## src/rtl/prod_accum.sv

```systemverilog
// rtl/prod_accum.sv - accumulates a fixed number of products into one handshaked result
//
// Purpose:
//   Sums N_TERMS unsigned products from the upstream multiplier into one
//   AW-bit result. Products are accepted one per cycle with valid/ready.
//   The completed result is held until the consumer takes it.
//
// Build option:
//   PROD_ACCUM_SAT_EN  defined   : a sum past 2^AW-1 clamps to 2^AW-1
//                      undefined : a sum past 2^AW-1 wraps modulo 2^AW
//   ovf is set in both cases. Handshake and latency are the same in both builds.
//
// Ports:
//   clk        rising-edge clock
//   reset      synchronous active-high reset
//   clr        synchronous abort; gives the same register values as reset
//   in_valid   prod is valid this cycle
//   in_ready   block can accept prod this cycle (state ACCUM)
//   prod       unsigned product, PW bits
//   out_valid  acc_out holds a completed result (state HOLD)
//   out_ready  consumer takes the result this cycle
//   acc_out    completed unsigned sum, AW bits
//   ovf        overflow during the current or held result
//   term_cnt   products accepted so far in the current result
module prod_accum #(
  parameter  int PW      = 16,
  parameter  int AW      = 24,
  parameter  int N_TERMS = 4,
  localparam int CW      = $clog2(N_TERMS + 1)
) (
  input  logic          clk,
  input  logic          reset,
  input  logic          clr,
  input  logic          in_valid,
  output logic          in_ready,
  input  logic [PW-1:0] prod,
  output logic          out_valid,
  input  logic          out_ready,
  output logic [AW-1:0] acc_out,
  output logic          ovf,
  output logic [CW-1:0] term_cnt
);

  typedef enum logic {
    ACCUM = 1'b0,
    HOLD  = 1'b1
  } state_e;

  localparam logic [CW-1:0] LAST_TERM = CW'(N_TERMS - 1);
  localparam logic [CW-1:0] ALL_TERMS = CW'(N_TERMS);

  state_e        state_q;
  logic [AW-1:0] acc_q;
  logic [AW-1:0] acc_out_q;
  logic [CW-1:0] cnt_q;
  logic          ovf_q;
  logic          in_ready_q;
  logic          out_valid_q;

  logic [AW:0]   sum_wide;
  logic          sum_carry;
  logic [AW-1:0] sum_d;

  // The sum is one bit wider than the accumulator, so the top bit is the overflow flag.
  assign sum_wide  = {1'b0, acc_q} + {{(AW + 1 - PW){1'b0}}, prod};
  assign sum_carry = sum_wide[AW];

`ifdef PROD_ACCUM_SAT_EN
  // Once clamped, acc_q sits at all-ones. Any further nonzero add carries again,
  // so the value stays clamped.
  assign sum_d = sum_carry ? {AW{1'b1}} : sum_wide[AW-1:0];
`else
  assign sum_d = sum_wide[AW-1:0];
`endif

  always_ff @(posedge clk) begin
    if (reset || clr) begin
      state_q     <= ACCUM;
      acc_q       <= '0;
      acc_out_q   <= '0;
      cnt_q       <= '0;
      ovf_q       <= 1'b0;
      in_ready_q  <= 1'b1;
      out_valid_q <= 1'b0;
    end else begin
      case (state_q)
        ACCUM: begin
          if (in_valid) begin
            if (sum_carry) begin
              ovf_q <= 1'b1;
            end
            if (cnt_q == LAST_TERM) begin
              acc_out_q   <= sum_d;
              acc_q       <= '0;
              cnt_q       <= ALL_TERMS;
              state_q     <= HOLD;
              in_ready_q  <= 1'b0;
              out_valid_q <= 1'b1;
            end else begin
              acc_q <= sum_d;
              cnt_q <= cnt_q + CW'(1);
            end
          end
        end
        HOLD: begin
          // No same-cycle bypass: in_ready returns only on the cycle after the take.
          if (out_ready) begin
            state_q     <= ACCUM;
            cnt_q       <= '0;
            ovf_q       <= 1'b0;
            in_ready_q  <= 1'b1;
            out_valid_q <= 1'b0;
          end
        end
        default: begin
          state_q <= ACCUM;
        end
      endcase
    end
  end

  assign in_ready  = in_ready_q;
  assign out_valid = out_valid_q;
  assign acc_out   = acc_out_q;
  assign ovf       = ovf_q;
  assign term_cnt  = cnt_q;

endmodule

```

## config.mk

```make
export PLATFORM = sky130hd
export DESIGN_NAME = prod_accum
export DESIGN_NICKNAME = d
export VERILOG_FILES = /design/src/rtl/prod_accum.sv
export SDC_FILE = /design/constraint.sdc
export NUM_CORES = 1
export LEC_CHECK = 0
export ABC_AREA = 1
export CORE_ASPECT_RATIO = 0.8
export CORE_MARGIN = 2
export CORE_UTILIZATION = 40
export DETAILED_ROUTE_END_ITERATION = 8
export GPL_TIMING_DRIVEN = 0
export PLACE_DENSITY = 0.64
export RECOVER_POWER = 25
export SLEW_MARGIN = 15
export SYNTH_ARGS = -nofsm -noshare
export SYNTH_HDL_FRONTEND = slang
export SYNTH_SLANG_ARGS = --single-unit
```

## constraint.sdc

```tcl
create_clock -name clk -period 3.5 [get_ports clk]
set_input_delay 0.875 -clock clk [delete_from_list [all_inputs] [get_ports clk]]
set_output_delay 0.875 -clock clk [all_outputs]
set_load 0.05 [all_outputs]
```

# After elaboration in Yosys (flattened, before gate mapping)
# Cells that the tools add are included.
# classes
add_sub_neg	2
order_cmp	0
eq_ne	5
n_mul	0
bitwise_logic	1
n_div	0
shifts	0
reduce_logical	6
n_mux	20
# op_table
cell	count
adder 24 x 16 -> 25 bit	1
two-way mux 24 bit	1
two-way mux 1 bit	11
two-way mux 3 bit	3
AND reduction 3 bit	3
inequality test 2 bit (second input constant)	4
case mux 1 bit (2 select lines)	4
case mux 3 bit (2 select lines)	1
AND reduction 2 bit	2
adder 3 x 1 -> 3 bit (second input constant)	1
equality test 3 x 2 -> 1 bit (second input constant)	1
logical OR 1 bit	1
inverter 1 bit	1
# word_totals
mem_count	0
regBits	55
latch_bits	0
output_inout_bits	30
ramBits	0
rom_bits	0
word_cells	41
in_bits	21

# Depth between registers and ports, before layout
# depth
ltp_word	4
depth_mapped	14
mapped_depth_nobuf	14

# Worst setup path before layout
# OpenSTA, ideal clock, no wires.
# synth_timing
path_type	input to register
from	in prod[0]
to	reg acc_out_q[16] (netlist: acc_out[16])
setup_time_ns	0.115
required_time_ns	3.385
t_arrival_ns	2.237
path_slack_ns	1.147
stages	12
n_path_buf	0
cell_sequence	ha_1 -> fa_1 -> nand2_1 -> nand2_1 -> nand3_1 -> nand3_1 -> nand2_1 -> nand2_1 -> nand2_1 -> nand2_1 -> o21ai_0 -> inv_1
# synth_between
elab_chain_cells	1
# synth_lines
item	line_no	rtl
start: declaration	36	input logic [PW-1:0] prod,
adder 24 x 16 -> 25 bit	65	assign sum_wide = {1'b0, acc_q} + {{(AW + 1 - PW){1'b0}}, prod};
end signal: assignment	93	acc_out_q <= sum_d;
end: declaration	54	logic [AW-1:0] acc_out_q;
# Every way passes these cells.
# A chain may end at the register's enable or synchronous reset.

# Worst setup path in the final report
# layout_timing
from	in in_valid
to	reg acc_q[17]
# layout_between
elab_chain_cells	1
# layout_lines
item	line_no	rtl
start: declaration	34	input logic in_valid,
AND reduction 2 bit (no line)	-	
end signal: assignment	100	acc_q <= sum_d;
end: declaration	53	logic [AW-1:0] acc_q;
# Every way passes these cells.

==> results_dict.tcl <==
set metrics [dict create \
    drtIter0Drc 245 \
    criticalPathCategory "in -> reg" \
    max-vdd-ir-drop_v 0.0002229 \
    die_w_um 108.9 \
    slew_headroom 0.5463 \
    synth-xor-area-share 0.02240 \
    finalCriticalPeriod_ps 3042 \
    layout-drive-gt1-share 0.03292 \
    start_util 0.4131 \
    start_kind "input pin" \
    yosys_warnings 0 \
    cts_made_buffers 5 \
    nNetsFinal 678 \
    synth-compound-area-share 0.09101 \
    drv_cap 0 \
    antenna_found_initial 0 \
    gr-total-overflow 0 \
    final_max_slew_viol_count 0 \
    r2r_cells 7 \
    via_count 3598 \
    hp-class "reg -> reg" \
    synth_area_leader_cell "dfxtp_1" \
    grt_pass1_vias 3281 \
    yosys.cell_count.top_type "nand2_1" \
    first_pass_iters 4 \
    synth_adder_area_share 0.06968 \
    fmax_ghz 0.3288 \
    p_leak_nw 2.069 \
    async_flop_share 0 \
    ant_nets 0 \
    syn_to_final_growth_pct 19.80 \
    viasPerCell 4.797 \
    fin_area_um2 4217 \
    tritoncts "built" \
    rows 30 \
    port_buffers 50 \
    antenna_cells 0 \
    final.period_utilization 0.8691 \
    htreeDepth 2 \
    power_density_nw_per_um2 289.5 \
    routed_wl_um 9908 \
    syn-cell-area_um2 3520 \
    synth_ff_type "dfxtp_1" \
    rsz0062_at_grt "false" \
    synth_edf_count 0 \
    syn_inst 581 \
    hold_buffers 0 \
    syn-num-nets 621 \
    placed_area_um2 4160 \
    synth_top_family_by_area "simple AND/OR/NAND/NOR gates" \
    synth_mux_area_frac 0 \
    ys_ff_latch 55 \
    synth.area.top_cells "dfxtp_1, nand2_1, inv_1" \
    clock_latency_ps 320 \
    status "finished, final reports clean" \
    io-pin-count 51 \
    grt_pass1_wl_um 16170 \
    hold_violations 0 \
    clkSlewWorstSetupHoldPaths_ps 100 \
    synthSimpleGateAreaFrac 0.3882 \
    clockRootBuffer "clkbuf_8" \
    ys_seq_area_frac 0.3128 \
    yosysUniqueCellTypes 31 \
    clock-sinks 55 \
    synth_top_cells_by_count "nand2_1, inv_1, nor2_1" \
    gp_congestion 0.9736 \
    fp.dieArea_um2 9570 \
    syn_area_per_cell_um2 6.058 \
    crit_required_ps 3750 \
    drc 0 \
    path_max_fanout 10 \
    worstMarginPinSlew_ps 678.0 \
    setup-tns-final_ps 0 \
    worst_setup_path_end_kind "flip-flop" \
    wl_per_cell_um 13.21 \
    power_mw 1.221 \
    arrival_ps 3300 \
    cts_resized 0 \
    post_cts_buffers 0 \
    die_h_um 87.90 \
    synth_top_area_share 0.3128 \
    setup_violations 0 \
    skew_ps 4.830 \
    core_um2 8521 \
    holdPathStages 2 \
    clockBufferDepth 2 \
    dp.final_hpwl_um 7930 \
    grt_max_degree 16 \
    grt_usage 0.2216 \
]
-- power by group --
group	leakage (nW)	switching, mW	internal, mW	total [mW]
clock network	0.0470	0.212	0.156	0.368
logic	1.58	0.137	0.0755	0.213
registers	0.445	0.00537	0.634	0.640
-- kinds of logic after synthesis --
logic type      Yosys count
xor+xnor                  9
flops                    55
fa+ha+maj                19
simple gates            333
compound gates           61
buf+inv                 104
-- routing by layer --
layer,global-route usage,up-vias,part of all wire,routed length (um)
li1,-,1897,-,-
met1,0.3297,1598,0.50,4949
met2,0.3258,94,0.41,4066
met3,0.04539,9,0.079,781
met4,0.05478,0,0.011,110
met5,0,-,0,0
-- worst paths after layout --
kind                     to     start  slack [ps]
setup reg to reg  acc_q[17]   state_q        1140
setup / recovery  acc_q[17]  in_valid         460
hold reg to reg    in_ready  in_ready         470
hold / removal     in_ready  in_ready         470
-- cells in the final DEF (no fill, tap or decap), drive strengths merged --
| master | count |
|---|---|
| buf | 6 |
| dlygate4sd3 | 8 |
| clkinv | 1 |
| a21o | 2 |
| inv | 90 |
| xor2 | 8 |
| nor2 | 80 |
| a21oi | 34 |
| nand4 | 5 |
| xnor2 | 1 |
| nand2 | 206 |
| o21ai | 22 |
| nor3 | 3 |
| or2 | 1 |
| nand3 | 33 |
| fa | 1 |
| and2 | 1 |
| nor4 | 1 |
| o22ai | 1 |
| nand3b | 3 |
| ha | 18 |
| o211ai | 1 |
| dfxtp | 55 |
| clkdlybuf4s50 | 42 |
| a21boi | 1 |
| clkbuf | 14 |
-- registers in the layout (all words and copies together), names as in the netlist --
signal,count
in_ready,1
out_valid,1
state_q,1
acc_q,24
ovf,1
term_cnt,3
acc_out,24
-- critical path: stages --
cell	delay [ps]
clkdlybuf4s50_1	450
inv_1	30
nor2_1	120
inv_1	70
clkbuf_1	260
nor2_1	600
clkbuf_1	550
nand3_1	180
a21oi_1	150
-- through the flow --
step | cells | worst slack (ps) | hold slack (ps) | util
after global routing | 750 | 316.4 | 503.3 | 0.4949
after floorplan | 581 | 1147 | 447.4 | -
after global placement | 743 | 439.6 | 434.3 | 0.4883
after detailed placement | 743 | 444.8 | 454.5 | 0.4883
final | 750 | 458.2 | 473.4 | 0.4949
after CTS | 750 | 789.0 | 474.7 | 0.4985
-- layout make-up --
type	count	area, um2
Multi-Input combinational cell	422	1991
Fill cell	901	4304
Inverter	90	337.8
Clock buffer	6	82.58
Buffer	14	58.81
Timing Repair Buffer	50	500.5
Tap cell	112	140.1
Sequential cell	55	1101
Clock inverter	1	5.005
Note: power is estimated with default switching activity, not from simulation.
